### src/rtl/cpu_pkg.sv
// Shared CPU datapath types: divider state encoding and the common data width.
// Latency: n/a (types only).
// Backpressure: n/a (types only).
package cpu_pkg;

    localparam int DATA_W_DEF = 32;

    typedef enum logic [2:0] {
        DIV_IDLE = 3'd0,
        DIV_PREP = 3'd1,
        DIV_ITER = 3'd2,
        DIV_FIX  = 3'd3,
        DIV_DONE = 3'd4
    } div_state_t;

endpackage

### src/rtl/div_step.sv
// One restoring-division step: shift {rem,quo} left, subtract divisor if it fits.
// Latency: combinational.
// Backpressure: none.
module div_step #(
    parameter int DATA_W = 32
) (
    input  logic [DATA_W:0]   i_rem,
    input  logic [DATA_W-1:0] i_quo,
    input  logic [DATA_W-1:0] i_dvs,
    output logic [DATA_W:0]   o_rem,
    output logic [DATA_W-1:0] o_quo
);

    logic [DATA_W+1:0] w_shift;
    logic [DATA_W:0]   w_diff;
    logic              w_fits;

    assign w_shift = {i_rem, i_quo[DATA_W-1]};
    // Compare on the full shifted width so the trial sign never wraps.
    assign w_fits  = (w_shift >= {2'b00, i_dvs});
    assign w_diff  = w_shift[DATA_W:0] - {1'b0, i_dvs};
    assign o_rem   = w_fits ? w_diff : w_shift[DATA_W:0];
    assign o_quo   = {i_quo[DATA_W-2:0], w_fits};

endmodule

### src/rtl/div_unit.sv
// Sequential signed restoring divider, lo=quotient, hi=remainder. Optional macro DIV_ZERO_EXC_EN.
// Latency: 35 cycles from the accepting edge to done (2 cycles for div-by-zero with DIV_ZERO_EXC_EN).
// Backpressure: none; start is only sampled in IDLE, busy flags occupancy, no queueing.
module div_unit
    import cpu_pkg::*;
#(
    parameter int DATA_W = DATA_W_DEF
) (
    input  logic              clk,
    input  logic              reset_n,
    input  logic              start,
    input  logic [DATA_W-1:0] dividend,
    input  logic [DATA_W-1:0] divisor,
    output logic              busy,
    output logic              done,
    output logic [DATA_W-1:0] lo,
    output logic [DATA_W-1:0] hi
`ifdef DIV_ZERO_EXC_EN
    ,
    output logic              div_zero
`endif
);

    localparam int CNT_W = $clog2(DATA_W);

    div_state_t        r_state;
    div_state_t        w_next;
    logic [DATA_W-1:0] r_dividend;
    logic [DATA_W-1:0] r_divisor;
    logic [DATA_W-1:0] r_quo;
    logic [DATA_W-1:0] r_dmag;
    logic [DATA_W:0]   r_rem;
    logic [CNT_W-1:0]  r_cnt;
    logic              r_sign_q;
    logic              r_sign_r;
    logic [DATA_W-1:0] r_lo;
    logic [DATA_W-1:0] r_hi;
    logic [DATA_W:0]   w_rem_nxt;
    logic [DATA_W-1:0] w_quo_nxt;
    logic              w_div_by_zero;

`ifdef DIV_ZERO_EXC_EN
    logic r_div_zero;
    assign w_div_by_zero = (r_divisor == '0);
    assign div_zero      = r_div_zero;
`else
    assign w_div_by_zero = 1'b0;
`endif

    div_step #(.DATA_W(DATA_W)) u_step (
        .i_rem (r_rem),
        .i_quo (r_quo),
        .i_dvs (r_dmag),
        .o_rem (w_rem_nxt),
        .o_quo (w_quo_nxt)
    );

    always_ff @(posedge clk or negedge reset_n) begin
        if (!reset_n) r_state <= DIV_IDLE;
        else          r_state <= w_next;
    end

    always_comb begin
        w_next = r_state;
        busy   = (r_state != DIV_IDLE);
        done   = (r_state == DIV_DONE);
        case (r_state)
            DIV_IDLE: if (start) w_next = DIV_PREP;
            DIV_PREP: w_next = w_div_by_zero ? DIV_DONE : DIV_ITER;
            DIV_ITER: if (r_cnt == '0) w_next = DIV_FIX;
            DIV_FIX:  w_next = DIV_DONE;
            DIV_DONE: w_next = DIV_IDLE;
            default:  w_next = DIV_IDLE;
        endcase
    end

    always_ff @(posedge clk or negedge reset_n) begin
        if (!reset_n) begin
            r_dividend <= '0;
            r_divisor  <= '0;
            r_quo      <= '0;
            r_dmag     <= '0;
            r_rem      <= '0;
            r_cnt      <= '0;
            r_sign_q   <= 1'b0;
            r_sign_r   <= 1'b0;
            r_lo       <= '0;
            r_hi       <= '0;
`ifdef DIV_ZERO_EXC_EN
            r_div_zero <= 1'b0;
`endif
        end else begin
            case (r_state)
                DIV_IDLE: begin
                    if (start) begin
                        r_dividend <= dividend;
                        r_divisor  <= divisor;
`ifdef DIV_ZERO_EXC_EN
                        r_div_zero <= 1'b0;
`endif
                    end
                end
                DIV_PREP: begin
                    r_sign_q <= r_dividend[DATA_W-1] ^ r_divisor[DATA_W-1];
                    r_sign_r <= r_dividend[DATA_W-1];
                    // Dividend magnitude is loaded into the quotient register and shifted out MSB-first.
                    r_quo    <= r_dividend[DATA_W-1] ? -r_dividend : r_dividend;
                    r_dmag   <= r_divisor[DATA_W-1]  ? -r_divisor  : r_divisor;
                    r_rem    <= '0;
                    r_cnt    <= CNT_W'(DATA_W - 1);
`ifdef DIV_ZERO_EXC_EN
                    if (w_div_by_zero) r_div_zero <= 1'b1;
`endif
                end
                DIV_ITER: begin
                    r_rem <= w_rem_nxt;
                    r_quo <= w_quo_nxt;
                    r_cnt <= r_cnt - 1'b1;
                end
                DIV_FIX: begin
                    r_lo <= r_sign_q ? -r_quo : r_quo;
                    r_hi <= r_sign_r ? -r_rem[DATA_W-1:0] : r_rem[DATA_W-1:0];
                end
                default: ;
            endcase
        end
    end

    assign lo = r_lo;
    assign hi = r_hi;

endmodule

### config.mk
export PLATFORM = sky130hd
export DESIGN_NAME = div_unit
export DESIGN_NICKNAME = d
export VERILOG_FILES = /design/src/rtl/cpu_pkg.sv /design/src/rtl/div_step.sv /design/src/rtl/div_unit.sv
export SDC_FILE = /design/constraint.sdc
export NUM_CORES = 1
export LEC_CHECK = 0
export CELL_PAD_IN_SITES_DETAIL_PLACEMENT = 1
export CELL_PAD_IN_SITES_GLOBAL_PLACEMENT = 2
export CORE_UTILIZATION = 37
export DETAILED_ROUTE_END_ITERATION = 6
export DONT_BUFFER_PORTS = 1
export GPL_TIMING_DRIVEN = 0
export PLACE_DENSITY = 0.73
export SYNTH_ARGS = -nofsm -noshare
export SYNTH_HDL_FRONTEND = slang
export SYNTH_SLANG_ARGS = --single-unit
### constraint.sdc
create_clock -name clk -period 3.4 [get_ports clk]
set_input_delay 0.34 -clock clk [delete_from_list [all_inputs] [get_ports clk]]
set_output_delay 0.34 -clock clk [all_outputs]
set_load 0.1 [all_outputs]
**After elaboration in Yosys (flattened, before gate mapping)**

Index checks and enable logic that the tools add are counted.

- Memories: 0
- Output and inout port bits: 66
- Bits in read-only memories: 0
- Bits in writable memories: 0
- Logic and storage cells: 42
- Bits in latches: 0
- Register bits: 235

- $add $sub $neg: 6
- Reductions and logical operators: 6
- $mul: 0
- Muxes and demuxes: 11
- Bitwise logic cells: 1
- Eq/ne operators: 6
- Order comparisons: 1
- Div/mod/pow operators: 0
- Shift-type cells: 0

Operators by type and width:

| operator | number |
|---|---|
| $mux W32 | 4 |
| $neg A32 Y32 | 4 |
| $pmux W33 S2 | 1 |
| $pmux W32 S2 | 1 |
| $ge A34 B32 Y1 | 1 |
| $mux W33 | 1 |
| $sub A33 B32 Y33 | 1 |
| $pmux W3 S4 | 1 |
| $pmux W5 S2 | 1 |
| $eq A3 B2 Y1 const B | 2 |
| $mux W3 | 2 |
| $logic_not A5 Y1 | 1 |
| $sub A5 B1 Y5 const B | 1 |
| $ne A2 B2 Y1 const B | 2 |
| $reduce_and A2 Y1 | 2 |
| $eq A3 B1 Y1 const B | 1 |
| $eq A3 B3 Y1 const B | 1 |
| $logic_not A3 Y1 | 1 |
| $reduce_bool A3 Y1 | 1 |
| $reduce_bool A2 Y1 | 1 |
| $xor A1 B1 Y1 | 1 |

**Longest topological paths before layout**

- Depth after elaboration: 3
- Mapped depth: 14
- Mapped depth without buffers: 13

**Modules after synthesis**

From an unflattened synthesis, not the netlist that was laid out.

- Cells, all modules: 1550
- Area total of the unflattened synthesis: 14705.4 sq um

Modules (own cells, without submodules):

| module | area each (sq um) | cells an instance | times used | sequential area each (sq um) |
|---|---|---|---|---|
| div_unit | 11805.1 | 1149 | 1 | 5880.6 |
| div_step | 2900.3 | 401 | 1 | 0.0 |

**Least setup slack after synthesis**

No wires, ideal clock.

- Path type: register -> register
- From: reg r_quo[6]
- To: reg r_lo[28], in the netlist lo[28]
- Data arrival time: 3.391 ns
- Buffers on the path: 0
- Stages on the path, launching flop included: 10
- Slack: -0.116 ns
- Path through: dfrtp_1 -> or4_4 -> or3_4 -> or4_4 -> or3_4 -> or3_1 -> or4_4 -> o31ai_1 -> xor2_1 -> o21ai_1

- Longest elaborated chain between the ends: 2

RTL lines:

| element | line | RTL |
|---|---|---|
| start: declaration | div_unit.sv:30 | `logic [DATA_W-1:0] r_quo;` |
| start signal: assignment | div_unit.sv:107 | `r_quo <= r_dividend[DATA_W-1] ? -r_dividend : r_dividend;` |
| start signal: assignment | div_unit.sv:117 | `r_quo <= w_quo_nxt;` |
| $neg A32 Y32 | div_unit.sv:121 | `r_lo <= r_sign_q ? -r_quo : r_quo;` |
| $mux W32 | div_unit.sv:121 |  |
| end signal: assignment | div_unit.sv:121 |  |
| end: declaration | div_unit.sv:36 | `logic [DATA_W-1:0] r_lo;` |

No other way between the ends.
A chain may end at the register's enable or synchronous reset.

**Final worst setup path**

- From: reg r_quo[4]
- To: reg r_lo[29], in the netlist lo[29]

The elaborated chain is that of the path after synthesis.

==> out/metrics.cfg <==
[run_status]
outcome = complete, but fails checks
violations = hold timing, setup timing

[logic_synthesis]
synth_top_cell_by_area = dfrtp_1
async_flop_share_pct = 100
syn_area_sq_um = 13200
synthFlopType = dfrtp_1
netlist.area_leader.share_pct = 44.5
syn_area_per_cell_sq_um = 9.53
ys_seq_area_share_pct = 44.5
postSynthCellCount = 1386
synth_edf_count = 0
synth_cell_types = 63
synth_fp_nets = 1492
ys_warn_count = 0
synthTopCellsByArea = dfrtp_1 (45%), o21ai_0 (8.0%), xor2_1 (7.8%)
ys_ff_latch = 235

[cts]
worstSkewPairLatency_ns = 0.55
numCtsBuffers = 28
clkTransAtPathRegs_ns = 0.06
cts_tree = done
htreeDepth = 1
ctsHoldBuffers = 64
cts.sinks = 235
clockBufferDepth = 3
cts-root-buf = clkbuf_16

[global_route]
globalRouteOverflowTotal = 0
grt_antenna_before_repair = 0
grt_util_all_layers_pct = 22.1
grt_pass1_wl_microns = 63600
grt_max_degree = 236
first_global_vias = 11220

[finish]
drive_above_1_share_pct = 14.4
final_cell_area_sq_um = 15900
syn2layout_area_growth_pct = 20.7
final_nets = 1610
diodes = 0
final_util_pct = 45.8

[drt]
drt_first_pass_iters = 4
highest_layer = met4
ant_nets = 0
wl_met2_microns = 17100
wl_met3_microns = 1540
drc = 0
viasPerCell = 5.41
wirelength_met1_microns = 20700
vias = 10715
drt_iter0_drc = 469
wl_per_cell_microns = 20.2
wl_microns = 40000

[timing]
timing.fmax_mhz = 278
setup_viol = 6
period_share_pct = 106
whs_ns = -0.501
drv_slew = 0
finalWorstSetupSlack_ns = -0.200
slew_headroom_pct = 37.1
fin_tns_setup_ns = -0.721
worstMarginPinSlew_ns = 0.943
min_period_ns = 3.60
rsz0062_at_grt = true
hold_viol = 235
skew_ns = 0.0125

[floorplanning]
fp.coreArea_sq_um = 34800
die_x_microns = 191
die_h_microns = 191
start_util_pct = 38.0
num_rows = 68
ios = 133
die_area_sq_um = 36500

[setup_path]
r2r_start = r_quo[4]$_DFFE_PN0P_
reg2regPathDepth = 9
cp.arrival_ns = 4.03
cp_data_required_time_ns = 3.83
cp_max_fo = 6
rr_endpoint = lo[29]$_DFFE_PN0P_
path_class = reg -> reg
cp-end-kind = flip-flop
ff2ff_setup_slack_ns = -0.20
critPathLaunchType = flip-flop

[place]
dp_hpwl_microns = 29400
io_buffers = 0
place.gp.congestion = 0.852
place_area_sq_um = 13800

[hold_path]
hold_path.class = in -> async

[run]
maxCapViolations = 0

==> per-layer routing <==
metal / global-route usage, % / up-vias
li1: - / 5203
met5: 0 / -
met4: 3.94 / 0
met1: 33.8 / 5306
met2: 33.3 / 171
met3: 2.66 / 35
==> critical path, stage by stage, from the launching register on <==
cell and delay, ns:
dfrtp_2 0.47, or4_4 0.51, or3_4 0.38, or4_4 0.42
or3_4 0.35, or3_4 0.33, or4_4 0.48, o41ai_4 0.23
xor2_1 0.23, o21ai_1 0.08
==> cell usage after synthesis, types with 5 or more instances <==
library cell	count
dfrtp_1	235
o21ai_0	211
nand2_1	184
xor2_1	117
clkbuf_1	68
mux2_2	62
inv_1	54
a21oi_1	48
ha_1	38
o31ai_1	37
nor2_1	34
a22oi_1	33
xnor2_1	30
or3_1	26
a21o_1	20
or4_1	20
o41ai_1	17
nand3_1	14
nor3_1	11
mux2i_1	10
a22o_1	7
nand2b_1	7
nor2b_1	7
a31oi_1	6
a32oi_1	6
a211oi_1	5
nand3b_1	5
==> sequential cells by signal (all words and copies together), names as in the netlist, 3 cells and up <==
signal      cells
r_quo          32
r_divisor      32
r_rem          33
hi             32
r_dmag         32
r_state         3
r_dividend     32
r_cnt           5
lo             32
==> what timing repair did <==
| action | in CTS | in global routing |
|---|---|---|
| pin swaps | 21 | 21 |
| buffers inserted | 20 | 3 |
| hold endpoints to repair | 299 | 235 |
| resized for setup | 74 | 40 |
| setup endpoints to repair | 56 | 55 |
==> layout make-up <==
cell class | count | area (sq um)
Buffer | 74 | 322
Clock buffer | 45 | 846
Clock inverter | 5 | 52.6
Fill cell | 3969 | 18900
Inverter | 54 | 203
Multi-Input combinational cell | 1022 | 7210
Sequential cell | 235 | 5900
Tap cell | 455 | 569
Timing Repair Buffer | 89 | 848
==> kinds of logic (layout without fill, tap and decap cells) <==
logic type | Yosys count | in the layout | share of synthesized area (%)
mux | 72 | 72 | 6.04
compound gates | 424 | 424 | 19.6
buf+inv | 129 | 267 | 3.93
flops | 235 | 235 | 44.5
simple gates | 340 | 340 | 12.4
fa+ha+maj | 39 | 39 | 3.75
xor+xnor | 147 | 147 | 9.75
==> stage by stage <==
stage	setup slack [ns]	std cells	hold WS, ns
floorplan	-0.0817	1386	0.0444
global placement	-1.10	1841	0.0572
detailed placement	-1.07	1843	0.0566
CTS	-0.268	1976	-0.527
global route	-0.286	1979	-0.522
finish	-0.200	1979	-0.501
==> how the worst max path moves through the flow <==
stage                                from  slack [ns]  depth (start not counted)                    end
finish               r_quo[4]$_DFFE_PN0P_       -0.20                          9     lo[29]$_DFFE_PN0P_
global route         r_quo[5]$_DFFE_PN0P_       -0.29                          9     lo[29]$_DFFE_PN0P_
CTS                  r_quo[5]$_DFFE_PN0P_       -0.27                          9     lo[28]$_DFFE_PN0P_
detailed placement  r_quo[31]$_DFFE_PN0P_       -1.07                         13  r_rem[31]$_DFFE_PN0P_
global placement    r_quo[31]$_DFFE_PN0P_       -1.10                         13  r_rem[31]$_DFFE_PN0P_
floorplan            r_quo[6]$_DFFE_PN0P_       -0.08                          9     lo[28]$_DFFE_PN0P_
==> placed cells by master, fill, tap and decap left out, types with 10 or more instances in the layout <==
| master | n |
|---|---|
| a21o_1 | 20 |
| a21oi_1 | 46 |
| a22oi_1 | 33 |
| buf_4 | 25 |
| clkbuf_1 | 72 |
| clkbuf_16 | 29 |
| dfrtp_1 | 223 |
| dfrtp_2 | 12 |
| dlygate4sd3_1 | 64 |
| ha_1 | 37 |
| inv_1 | 52 |
| mux2_2 | 62 |
| mux2i_1 | 10 |
| nand2_1 | 181 |
| nand3_1 | 13 |
| nor2_1 | 34 |
| nor3_1 | 11 |
| o21ai_0 | 185 |
| o21ai_1 | 19 |
| o31ai_1 | 29 |
| o41ai_1 | 12 |
| or3_1 | 19 |
| or3_4 | 11 |
| or4_4 | 15 |
| xnor2_1 | 30 |
| xor2_1 | 115 |
Power is not shown: default switching activity piles up to over one toggle a cycle in this logic, so the estimate is an artifact.
